## src/rtl/wbu_pkg.sv

```systemverilog
// Shared types and constants for the write-back unit and load extension logic.
package wbu_pkg;
  localparam int REG_AW = 5;

  localparam logic [2:0] F3_LB  = 3'b000;
  localparam logic [2:0] F3_LH  = 3'b001;
  localparam logic [2:0] F3_LW  = 3'b010;
  localparam logic [2:0] F3_LBU = 3'b100;
  localparam logic [2:0] F3_LHU = 3'b101;

  typedef enum logic {
    IDLE     = 1'b0,
    WAIT_MEM = 1'b1
  } wbu_state_e;
endpackage

```

## src/rtl/wbu_load_extend.sv

```systemverilog
// Picks the byte/half/word out of an aligned memory word and sign/zero extends it.
module wbu_load_extend
  import wbu_pkg::*;
#(
  parameter int DATA_WIDTH = 32
) (
  input  logic [2:0]            funct3,
  input  logic [1:0]            off,
  input  logic [DATA_WIDTH-1:0] rdata,
  output logic [DATA_WIDTH-1:0] ext
);
  logic [7:0]  byte_v;
  logic [15:0] half_v;

  assign byte_v = rdata[{off, 3'b000} +: 8];
  // Halfword lanes are selected by off[1] only; off[0] is ignored.
  assign half_v = rdata[{off[1], 4'b0000} +: 16];

  always_comb begin
    ext = rdata;
    unique case (funct3)
      F3_LB:   ext = {{(DATA_WIDTH-8){byte_v[7]}}, byte_v};
      F3_LBU:  ext = {{(DATA_WIDTH-8){1'b0}}, byte_v};
      F3_LH:   ext = {{(DATA_WIDTH-16){half_v[15]}}, half_v};
      F3_LHU:  ext = {{(DATA_WIDTH-16){1'b0}}, half_v};
      default: ext = rdata;  // LW and undefined encodings
    endcase
  end
endmodule

```

## src/rtl/wbu.sv

```systemverilog
// Write-back unit: retires ALU results in one cycle, loads after the memory response.
module wbu
  import wbu_pkg::*;
#(
  parameter int ADDR_WIDTH = REG_AW,
  parameter int DATA_WIDTH = 32
) (
  input  logic                  clk,
  input  logic                  rst,
  input  logic                  in_valid,
  output logic                  in_ready,
  input  logic [ADDR_WIDTH-1:0] in_rd,
  input  logic                  in_rd_wen,
  input  logic                  in_is_load,
  input  logic [2:0]            in_funct3,
  input  logic [DATA_WIDTH-1:0] in_result,
  input  logic                  mem_rvalid,
  input  logic [DATA_WIDTH-1:0] mem_rdata,
  output logic                  rf_wen,
  output logic [ADDR_WIDTH-1:0] rf_waddr,
  output logic [DATA_WIDTH-1:0] rf_wdata,
  output logic                  commit,
  output logic                  busy
);
  wbu_state_e state, state_nxt;

  logic [ADDR_WIDTH-1:0] ld_rd;
  logic                  ld_wen;
  logic [2:0]            ld_f3;
  logic [1:0]            ld_off;
  logic [DATA_WIDTH-1:0] ld_ext;

  logic acc, ld_done;
  assign acc     = (state == IDLE) && in_valid;
  assign ld_done = (state == WAIT_MEM) && mem_rvalid;

  wbu_load_extend #(.DATA_WIDTH(DATA_WIDTH)) u_ext (
    .funct3 (ld_f3),
    .off    (ld_off),
    .rdata  (mem_rdata),
    .ext    (ld_ext)
  );

  always_ff @(posedge clk) begin
    if (rst) state <= IDLE;
    else     state <= state_nxt;
  end

  always_comb begin
    state_nxt = state;
    unique case (state)
      IDLE:     if (acc && in_is_load) state_nxt = WAIT_MEM;
      WAIT_MEM: if (mem_rvalid)        state_nxt = IDLE;
      default:  state_nxt = IDLE;
    endcase
  end

  always_comb begin
    in_ready = (state == IDLE);
    busy     = (state == WAIT_MEM);
  end

  // Write port and commit are pulses; address/data hold their last value.
  always_ff @(posedge clk) begin
    if (rst) begin
      rf_wen   <= 1'b0;
      rf_waddr <= '0;
      rf_wdata <= '0;
      commit   <= 1'b0;
      ld_rd    <= '0;
      ld_wen   <= 1'b0;
      ld_f3    <= '0;
      ld_off   <= '0;
    end else begin
      rf_wen <= 1'b0;
      commit <= 1'b0;
      if (acc && !in_is_load) begin
        rf_wen   <= in_rd_wen && (in_rd != '0);
        rf_waddr <= in_rd;
        rf_wdata <= in_result;
        commit   <= 1'b1;
      end else if (acc) begin
        ld_rd  <= in_rd;
        ld_wen <= in_rd_wen;
        ld_f3  <= in_funct3;
        ld_off <= in_result[1:0];
      end else if (ld_done) begin
        rf_wen   <= ld_wen && (ld_rd != '0);
        rf_waddr <= ld_rd;
        rf_wdata <= ld_ext;
        commit   <= 1'b1;
      end
    end
  end
endmodule

```

## config.mk

```make
export PLATFORM = sky130hd
export DESIGN_NAME = wbu
export DESIGN_NICKNAME = d
export VERILOG_FILES = /design/src/rtl/wbu_pkg.sv /design/src/rtl/wbu_load_extend.sv /design/src/rtl/wbu.sv
export SDC_FILE = /design/constraint.sdc
export NUM_CORES = 1
export LEC_CHECK = 0
export CAP_MARGIN = 10
export CORE_AREA = 2 2 88 90
export CTS_CLUSTER_DIAMETER = 100
export DETAILED_ROUTE_END_ITERATION = 16
export DIE_AREA = 0 0 90 92
export HOLD_SLACK_MARGIN = 0.05
export PLACE_DENSITY = 0.76
export SLEW_MARGIN = 20
export SYNTH_ARGS = -nofsm -noshare
export SYNTH_HDL_FRONTEND = slang
export SYNTH_SLANG_ARGS = --single-unit
```

## constraint.sdc

```tcl
create_clock -name clk -period 1.9 [get_ports clk]
set_clock_uncertainty 0.2 [all_clocks]
set_input_delay 0.285 -clock clk [delete_from_list [all_inputs] [get_ports clk]]
set_output_delay 0.285 -clock clk [all_outputs]
set_load 0.1 [all_outputs]
```

==> results of run 1 <==
-- cell type report --
cell class	instances	area share, %
timing repair buffer	182	41.1
multi-input combinational	251	34.9
sequential	51	19.6
tap	102	2.42
clock buffer	6	1.38
inverter	3	0.285
clock inverter	2	0.261
-- what timing repair did --
action / CTS / global route
setup endpoints to repair: 27 / 28
pin swaps: 11 / 8
gates cloned: 1 / 0
buffers inserted: 3 / 7
resized for setup: 26 / 36
-- logic make-up (layout without fill, tap and decap cells) --
| group | Yosys count | in the layout | share of synthesized area [%] |
|---|---|---|---|
| AO/OA/AOI/OAI | 111 | 111 | 30.1 |
| multiplexers | 22 | 22 | 8.11 |
| buffers and inverters | 34 | 193 | 5.38 |
| AND/OR/NAND/NOR | 118 | 118 | 19.9 |
| flip-flops | 51 | 51 | 36.6 |
-- stage by stage --
step / cells / setup WS [ns]
3_5_place_dp: 578 / -0.451
5_1_grt: 597 / -0.138
6_report: 597 / -0.0461
2_1_floorplan: 336 / -0.126
4_1_cts: 590 / -0.0609
3_3_place_gp: 578 / -0.387
-- critical path, cell delays in order, from the launching register on --
cell	delay (ns)
dfxtp_4	0.38
or3b_4	0.40
a2111oi_4	0.36
a211oi_4	0.11
buf_12	0.17
a221oi_2	0.23
-- per-layer routing --
| layer | global-route usage [%] | share of wire [%] | up-vias |
|---|---|---|---|
| met3 | 6.49 | 9.1 | 45 |
| li1 | - | - | 1569 |
| met2 | 41.5 | 47 | 192 |
| met5 | 0 | 0 | - |
| met1 | 30.5 | 40 | 1639 |
| met4 | 9.10 | 3.9 | 0 |
-- state kept, by name, indices dropped and copies added (netlist names), 2 cells and up --
register / cells
ld_f3: 3
rf_waddr: 5
rf_wdata: 32
ld_off: 2
ld_rd: 5
-- cells in the final DEF (no fill, tap or decap), types with 2 or more instances in the layout --
cell	instances
clkdlybuf4s50_1	74
nand2_1	63
buf_4	53
dfxtp_1	46
buf_12	46
o21ai_0	42
nor2_1	20
a221oi_2	16
mux2i_1	15
a21oi_1	8
a311oi_1	5
nand3b_1	5
a2111oi_2	5
a211oi_1	5
clkbuf_8	5
buf_6	5
a211oi_2	4
mux2_2	4
or3_1	4
nand2b_1	3
or3b_4	3
nor2b_1	3
o211ai_1	3
a222oi_1	3
dfxtp_4	3
inv_1	2
nand3_1	2
a31oi_1	2
nor3_2	2
or4_1	2
o21ai_1	2
o2bb2ai_1	2
a2111oi_1	2
dfxtp_2	2
-- where the power goes --
group	leakage (nW)	internal, mW	switching [mW]
Clock	0.0452	0.261	0.388
Sequential	0.421	1.14	0.0830
Combinational	1.50	0.634	0.809
-- worst max path at each step --
| stage | start | end | slack, ns | cells after the start |
|---|---|---|---|---|
| 6_report | ld_off[0] | rf_wdata[21] | -0.05 | 5 |
| 5_1_grt | ld_f3[0] | rf_wdata[3] | -0.14 | 7 |
| 4_1_cts | ld_off[0] | rf_wdata[3] | -0.06 | 7 |
| 3_5_place_dp | mem_rdata[7] | rf_wdata[21] | -0.45 | 6 |
| 3_3_place_gp | mem_rdata[7] | rf_wdata[17] | -0.39 | 6 |
| 2_1_floorplan | busy | ld_f3[1] | -0.13 | 5 |
==> results.md, run 1 <==
* Post-synth top area share at 36.6%
* Std-Cell Core Area at 7450 um2
* EDFF count, synth at 0
* Fin util at 70.8%
* # diodes at 0
* RSZ-0062 raised after global routing: yes
* Critical R2R Capture: rf_wdata[21]
* Maxcap violations at 0
* CTS hold repair buffers at 0
* P_leak at 1.96 nW
* Period utilization at 102%
* Worst hold path cell count at 4
* Crit Path Category: flop to flop
* YS warnings at 0
* Power Dens Cells at 629 nW/um2
* Hold slack at 0.148 ns
* HPWL reported at the end of detailed placement at 7840 um
* Setup ws final at -0.0461 ns
* CTS max path bufs at 2
* Arrival time worst endpoint at 1.97 ns
* Insertion delay to the later sink of the worst-skew pair at 0.31 ns
* Vias/cell at 5.77
* Peak supply drop at 0.000441 V
* Vias at 3445
* Clock tree root driver cell: clkbuf_8
* HP Start: rst
* Hold EP: rf_wdata[15]
* Clk slew on worst S/H paths at 0.10 ns
* Number of port buffers at 118
* Status: finished, violations left
* Setup_tns at -0.481 ns
* Failing checks: negative setup slack
* Synth Instances at 336
* Least-Margin Pin Slew at 0.532 ns
* Die area at 8280 um2
* Finish-stage setup viols at 19
* Worst R2R Start: ld_off[0]
* Overall die width at 90 um
* Final slew viol count at 0
* Max-slew headroom at 64.5%
* Register area share after synthesis at 36.6%
* Total Power at 3.32 mW
* Drt wl/cell at 18.4 um
* Mean post-synth cell area at 8.31 um2
* R2R cell count at 5
* Leading cell types by count after synthesis: 63 x nand2_1, 51 x dfxtp_1, 45 x o21ai_0
* Worst hold path type: primary input to flop
* Initial antenna violation count at 0
* Total Routing Usage GR at 24.7%
* GPL Wtd Cong at 0.889
* Top FF cell, synth: dfxtp_1
* Largest net degree at the start of global routing at 34
* Area of the multi-input gates at 1840 um2
* Mapped Nets at 414
* Critical Path RT at 1.93 ns
* # clock sinks at 51
* Die Y at 92 um
* Crit Path Max Fanout at 8
* FILL cells at 534
* Detailed-route DRC error count at 0
* Max Fclk at 514 MHz
* Synthesized cell area at 2790 um2
* Asr flop ratio synth at 0%
* Final min period at 1.95 ns
* CTS H-tree depth at 2
* Critical path capture point type: flop
* Unique cell type count in the Yosys netlist at 46
* Ports at 119
* Vias in the first global route at 3350
* Post-DP Area at 4850 um2
* Starting Density at 37.5%
* Final Cell Area at 5270 um2
* Antenna viol nets, final at 0
* Rows at 32
* Setup slack, reg-to-reg at -0.05 ns
* Crit start category: flop
* Sequential cell area at 1030 um2
* Final-report hold violation count at 0
* Share of layout cells above drive strength 1 at 34.1%
* First-pass GRT wire length at 16500 um
* FF+latch count, synth at 51
* Syn-to-layout area delta at 88.9%
* TritonCTS clock tree: built
* Yosys top cell by area: dfxtp_1
* DRT iter0 DRCs at 288
* Grt ovf at 0
* CTS buffer count at 5
* Top area cells in the synthesized netlist: dfxtp_1 37%, nand2_1 8.5%, o21ai_0 8.1%
* Drt first pass iters at 5
* WL final at 11000 um
* Layout Nets at 572
* Most frequent cell after synthesis: nand2_1
Note: power is estimated with default switching activity, not from simulation.
==> run 2: changes to the inputs <==
- CAP_MARGIN: 10 -> 0
- SETUP_SLACK_MARGIN: default -> 0.05
==> run 2 against run 1 <==
- the flow still finishes with violations (negative setup slack)
- critical path depth increased by 1
- register-to-register slack worse by 0.06 ns
- cell area down 2.4%
- sequential share of layout area increased by 0.43 points
- combinational power is essentially flat
- global-route usage is 0.39 points higher
- utilization shrank 1.7 points
- clock power rose by 28%
- largest power group unchanged
- sequential power about the same
- critical endpoint is now rf_wdata[22]
- power grew 4.6%
- critical path type unchanged
- first-iteration DRC count fell by 0.69%
==> results.md, run 2 (synthesis results as in run 1) <==
* WL final at 11000 um (about the same)
* Vias/cell at 5.78 (about the same)
* Clk slew on worst S/H paths at 0.10 ns (about the same)
* HPWL reported at the end of detailed placement at 7830 um (-0.18%)
* Post-DP Area at 4770 um2 (-1.5%)
* Finish-stage setup viols at 16 (-3)
* Die area at 8280 um2 (unchanged)
* Psw at 1.28 mW (+0.33%)
* Max Fclk at 498 MHz (-3.2%)
* Detailed-route DRC error count at 0 (unchanged)
* Logic pwr share at 40.8% (-2.7 points)
* Insertion delay to the later sink of the worst-skew pair at 0.31 ns (about the same)
* # diodes at 0 (unchanged)
* Grt ovf at 0 (unchanged)
* P_int at 2.19 mW (+7.4%)
* Worst hold path type: primary input to flop
* Largest regs: rf_wdata: 32 flops, ld_rd: 5 flops, rf_waddr: 5 flops
* GPL Wtd Cong at 0.862 (-3.0%)
* Crit Path Category: flop to flop
* Largest Register: rf_wdata
* CTS buffer count at 5 (unchanged)
* Final Cell Area at 5150 um2 (-2.4%)
* Layout Nets at 560 (-2.1%)
* # clock sinks at 51 (unchanged)
* Initial antenna violation count at 0 (unchanged)
* Crit start category: flop
* Count of placed standard cells including taps at 570 (-1.4%)
* Clock power share at 24.0% (+4.4 points)
* CP max-delay cell: o41ai_2
* Overall die width at 90 um (unchanged)
* Arrival time worst endpoint at 2.03 ns (+0.06 ns)
* CTS H-tree depth at 2 (unchanged)
* Clock tree root driver cell: clkbuf_8
* Std-Cell Core Area at 7450 um2 (unchanged)
* Least-Margin Pin Slew at 0.490 ns (-0.0422 ns)
* Max-slew headroom at 67.0% (+2.5 points)
* Drt wl/cell at 18.8 um (+2.1%)
* Final slew viol count at 0 (unchanged)
* Period utilization at 106% (+3.4 points)
* Syn-to-layout area delta at 84.4%
* CP peak stage delay at 0.51 ns (+0.11 ns)
* Power Dens Cells at 674 nW/um2 (+7.2%)
* Vias in the first global route at 3365 (+0.45%)
* Crit Path Max Fanout at 8 (unchanged)
* Critical path capture point type: flop
* Final-report hold violation count at 0 (unchanged)
* Die Y at 92 um (unchanged)
* Vias at 3379 (-1.9%)
* Seq pwr share at 35.2% (-1.7 points)
* Fin cells at 585 (-2.0%)
* Maxcap violations at 0 (unchanged)
* Rows at 32 (unchanged)
* Total Routing Usage GR at 25.1% (+0.39 points)
* Number of flip-flops in the largest register at 32 (unchanged)
* CTS max path bufs at 2 (unchanged)
* Number of port buffers at 118 (unchanged)
* Status: finished, violations left
* Share of layout cells above drive strength 1 at 31.5% (-2.7 points)
* Commonest non-fill, non-tap cells in the layout: 74 x clkdlybuf4s50_1, 63 x nand2_1, 46 x dfxtp_1
* Peak supply drop at 0.000441 V (about the same)
* Failing checks: negative setup slack
* Largest net degree at the start of global routing at 26 (-24%)
* Final min period at 2.01 ns (+0.0638 ns)
* First-pass GRT wire length at 16800 um (+1.6%)
* Fin util at 69.1% (-1.7 points)
* DRT iter0 DRCs at 286 (-0.69%)
* Setup ws final at -0.110 ns (-0.0638 ns)
* Worst path cell trace: buf_6 > inv_1 > o41ai_2 > a211oi_4 > buf_12 > a221oi_2
* RSZ-0062 raised after global routing: yes
* Drt first pass iters at 5 (unchanged)
* Most common cell after layout, fill and taps aside: clkdlybuf4s50_1
* TritonCTS clock tree: built
* CTS hold repair buffers at 0 (unchanged)
* FILL cells at 533 (-0.19%)
* Switching Fraction at 37.0% (-1.6 points)
* Antenna viol nets, final at 0 (unchanged)
* P_leak at 1.90 nW (-3.2%)
* Ports at 119 (unchanged)
* Critical Path RT at 1.92 ns (about the same)
* Starting Density at 37.5% (unchanged)
==> run 2: per-stage QoR <==
stage          setup slack (ns)  setup TNS, ns  total power [mW]  hold WS [ns]
3_3_place_gp             -0.377          -9.25              2.55         0.275
6_report                 -0.110          -1.08              3.47         0.149
4_1_cts                 -0.0839         -0.704              3.42         0.144
3_5_place_dp             -0.444         -10.42              2.56         0.291
2_1_floorplan            -0.126          -1.17              1.96         0.217
5_1_grt                  -0.171          -2.71              3.56         0.170
==> run 2: power groups by stage <==
stage | clock [mW] | combinational, mW | sequential, mW
2_1_floorplan | 0 | 0.316 | 1.64
3_3_place_gp | 0 | 1.31 | 1.24
3_5_place_dp | 0 | 1.32 | 1.24
4_1_cts | 0.829 | 1.37 | 1.22
5_1_grt | 0.858 | 1.47 | 1.23
6_report | 0.831 | 1.42 | 1.22
==> run 2: critical path: cells and delay by family, from the launching register on <==
kind | cells | cell delay (ns)
buffers and inverters | 3 | 0.41
DFF | 1 | 0.40
AOI/OAI and AO/OA | 3 | 0.90
==> run 2: worst paths after layout <==
check	endpoint	slack (ns)	from	depth (start not counted)
min reg2reg	rf_wdata[11]	0.29	rf_wdata[11]	2
max reg2reg	rf_wdata[22]	-0.11	ld_f3[0]	6
min	ld_f3[0]	0.15	rst	2
max	rf_wdata[22]	-0.11	ld_f3[0]	6
==> run 2: repair_timing <==
item                                    CTS  global route
endpoints found under the hold margin     0             0
endpoints found under the setup margin   28            33
setup buffers                             4             1
pin swaps                                20             6
gates resized for setup                  23            27
gates cloned                              1             1
==> run 2: area by class of cell <==
type                    count  area [um2]  share of cell area [%]
repair buffers            170        2040                    39.7
multi-input cells         251        1810                    35.1
flip-flops and latches     51        1030                    20.1
well taps                 102         128                    2.48
clock buffers               6        82.6                    1.60
clock inverters             2        38.8                   0.754
inverters                   3        15.0                   0.292
==> run 2: metal layers <==
layer  global-route usage, %  part of all wire [%]  vias to the layer above
met2                    42.5                    48                      191
met1                    29.8                    39                     1603
met5                       0                     0                        -
met4                    9.62                   4.0                        0
li1                        -                     -                     1538
met3                    7.72                   8.4                       47
==> run 3: changes to the inputs <==
- CORE_AREA: 2 2 88 90 -> 2 2 75 77
- DIE_AREA: 0 0 90 92 -> 0 0 77 79
- DONT_BUFFER_PORTS: default -> 1
- PLACE_DENSITY: 0.76 -> 0.71
==> run 3 against run 2 <==
- the flow still finishes with violations (negative setup slack)
- largest cell class is now multi-input combinational cells
- combinational power decreased by 15%
- register-to-register slack lost 0.05 ns
- critical path type unchanged
- first-iteration DRC count increased by 90%
==> results.md, run 3 (synthesis results as in run 1) <==
* Antenna viol nets, final at 0 (unchanged)
* Worst hold path cell count at 2 (unchanged)
* Commonest non-fill, non-tap cells in the layout: 67 x dlygate4sd3_1, 63 x nand2_1, 62 x buf_4
* CTS max path bufs at 2 (unchanged)
* Largest net degree at the start of global routing at 46 (+77%)
* Setup ws final at -0.157 ns (-0.0475 ns)
* Worst hold path type: primary input to flop
* Power Dens Cells at 729 nW/um2 (+8.2%)
* Failing checks: negative setup slack
* Final-report hold violation count at 0 (unchanged)
* Layout Nets at 528 (-5.7%)
* Clk slew on worst S/H paths at 0.11 ns (about the same)
* HPWL reported at the end of detailed placement at 6440 um (-18%)
* Maxcap violations at 0 (unchanged)
* Met3 Track Usage GR at 8.07% (+0.34 points)
* GR Util met2 at 62.5% (+20 points)
* CP max-delay cell: or3b_4
* Drt wl/cell at 23.4 um (+25%)
* TritonCTS clock tree: built
* Final Cell Area at 4380 um2 (-15%)
* RSZ-0062 raised after global routing: yes
* Number of flip-flops in the largest register at 32 (unchanged)
* Crit Path Category: flop to flop
* R2R cell count at 5 (-1)
* Finish-stage setup viols at 18 (+2)
* Top cell family by delay on the critical path: compound AO/OA/AOI/OAI gates
* Crit start category: flop
* CP peak stage delay at 0.41 ns (-0.10 ns)
* Worst path cell trace: or3b_4 > a2111oi_4 > a211oi_2 > buf_12 > a221oi_2
* Setup crit end: rf_wdata[25]
* Worst R2R Start: ld_off[0]
* Clock tree root driver cell: clkbuf_8
* Most used routing layer in global routing: met2
* Largest regs: rf_wdata: 32 flops, ld_rd: 5 flops, rf_waddr: 5 flops
* Syn-to-layout area delta at 57.0%
* Fin util at 82.1% (+13 points)
* P_leak at 1.64 nW (-14%)
* Least-Margin Pin Slew at 0.514 ns (+0.0235 ns)
* Overall die width at 77 um (-14%)
* Status: finished, violations left
* Starting Density at 52.3% (+15 points)
* Arrival time worst endpoint at 2.08 ns (+0.05 ns)
* Share of layout cells above drive strength 1 at 29.7% (-1.8 points)
* Vias/cell at 6.69 (+16%)
* Critical Path RT at 1.92 ns (about the same)
* Most common cell after layout, fill and taps aside: dlygate4sd3_1
* Critical Path Start: ld_off[0]
* CTS buffer count at 5 (unchanged)
* Number of stages on the worst setup path at 5 (-1)
* Std-Cell Core Area at 5340 um2 (-28%)
* First-pass GRT wire length at 17400 um (+3.4%)
* Total Routing Usage GR at 36.4% (+11 points)
* Rows at 27 (-16%)
* Crit Path Max Fanout at 16 (+8)
* Setup slack, reg-to-reg at -0.16 ns (-0.05 ns)
* Total Power at 3.20 mW (-7.9%)
* GPL Wtd Cong at 0.947 (+9.9%)
* Critical R2R Capture: rf_wdata[25]
* Die Y at 79 um (-14%)
* Insertion delay to the later sink of the worst-skew pair at 0.32 ns (about the same)
* Period utilization at 108% (+2.5 points)
* Crit path buf inv count at 1 (-2)
* DRT iter0 DRCs at 542 (+90%)
* Grt ovf at 0 (unchanged)
* WL final at 12200 um (+12%)
* Met1 GRT Util at 43.3% (+14 points)
* # clock sinks at 51 (unchanged)
* Vias at 3498 (+3.5%)
* Largest Register: rf_wdata
* Critical path capture point type: flop
* Detailed-route DRC error count at 0 (unchanged)
* # diodes at 0 (unchanged)
* Vias in the first global route at 3304 (-1.8%)
* Post-DP Area at 3330 um2 (-30%)
* Max-slew headroom at 65.6% (-1.4 points)
* Initial antenna violation count at 0 (unchanged)
* Peak supply drop at 0.000547 V (+24%)
* Final min period at 2.06 ns (+0.0475 ns)
* Drt first pass iters at 9 (+4)
* CTS H-tree depth at 2 (unchanged)
* Ports at 119 (unchanged)
* Number of port buffers at 0 (-100%)
* Max Fclk at 486 MHz (-2.3%)
* Final slew viol count at 0 (unchanged)
* Die area at 6080 um2 (-27%)
==> run 3: timing repair <==
action	CTS	global route
gates resized for setup	16	41
endpoints found under the setup margin	25	31
endpoints found under the hold margin	51	6
hold buffers	66	2
pin swaps	6	6
setup buffers	0	3
cloned	0	0
==> run 3: per-layer routing <==
metal / vias up / share of wire [%]
li1: 1480 / -
met3: 77 / 9.5
met5: - / 0
met2: 299 / 48
met1: 1642 / 35
met4: 0 / 7.1
==> run 3: layout make-up <==
type                    instances  area (um2)
clock buffers                   5        68.8
repair buffers                138        1270
inverters                       3        15.0
flip-flops and latches         51        1030
clock inverters                 3        43.8
multi-input cells             251        1860
fillers                       325         955
well taps                      72        90.1
==> run 3: worst min path at each step <==
| stage | from | end | slack, ns |
|---|---|---|---|
| final | in_is_load | commit | 0.05 |
| after global routing | in_is_load | commit | 0.07 |
| after CTS | rst | rf_wdata[15] | 0.05 |
| after detailed placement | rst | busy | 0.15 |
| after global placement | rst | busy | 0.15 |
| after floorplan | in_result[0] | rf_wdata[0] | 0.22 |
==> run 3: report_power, final <==
part	internal [mW]	total [mW]	switching (mW)
combinational	0.403	1.20	0.798
sequential	1.14	1.19	0.0524
clock	0.393	0.801	0.408
==> run 3: worst register-to-register path: stages, from the launching register on <==
cell       delay (ns)
dfxtp_2          0.36
or3b_4           0.41
a2111oi_4        0.37
a211oi_2         0.13
buf_12           0.20
a221oi_2         0.29
==> run 3: per-stage QoR <==
stage | TNS [ns] | hold slack, ns | cells | setup WS (ns)
final | -1.70 | 0.0540 | 523 | -0.157
after global routing | -2.15 | 0.0662 | 523 | -0.143
after CTS | 0 | 0.0544 | 518 | 0.0210
after detailed placement | -0.0217 | 0.152 | 444 | -0.0122
after global placement | 0 | 0.149 | 444 | 0.0440
after floorplan | -1.17 | 0.217 | 336 | -0.126
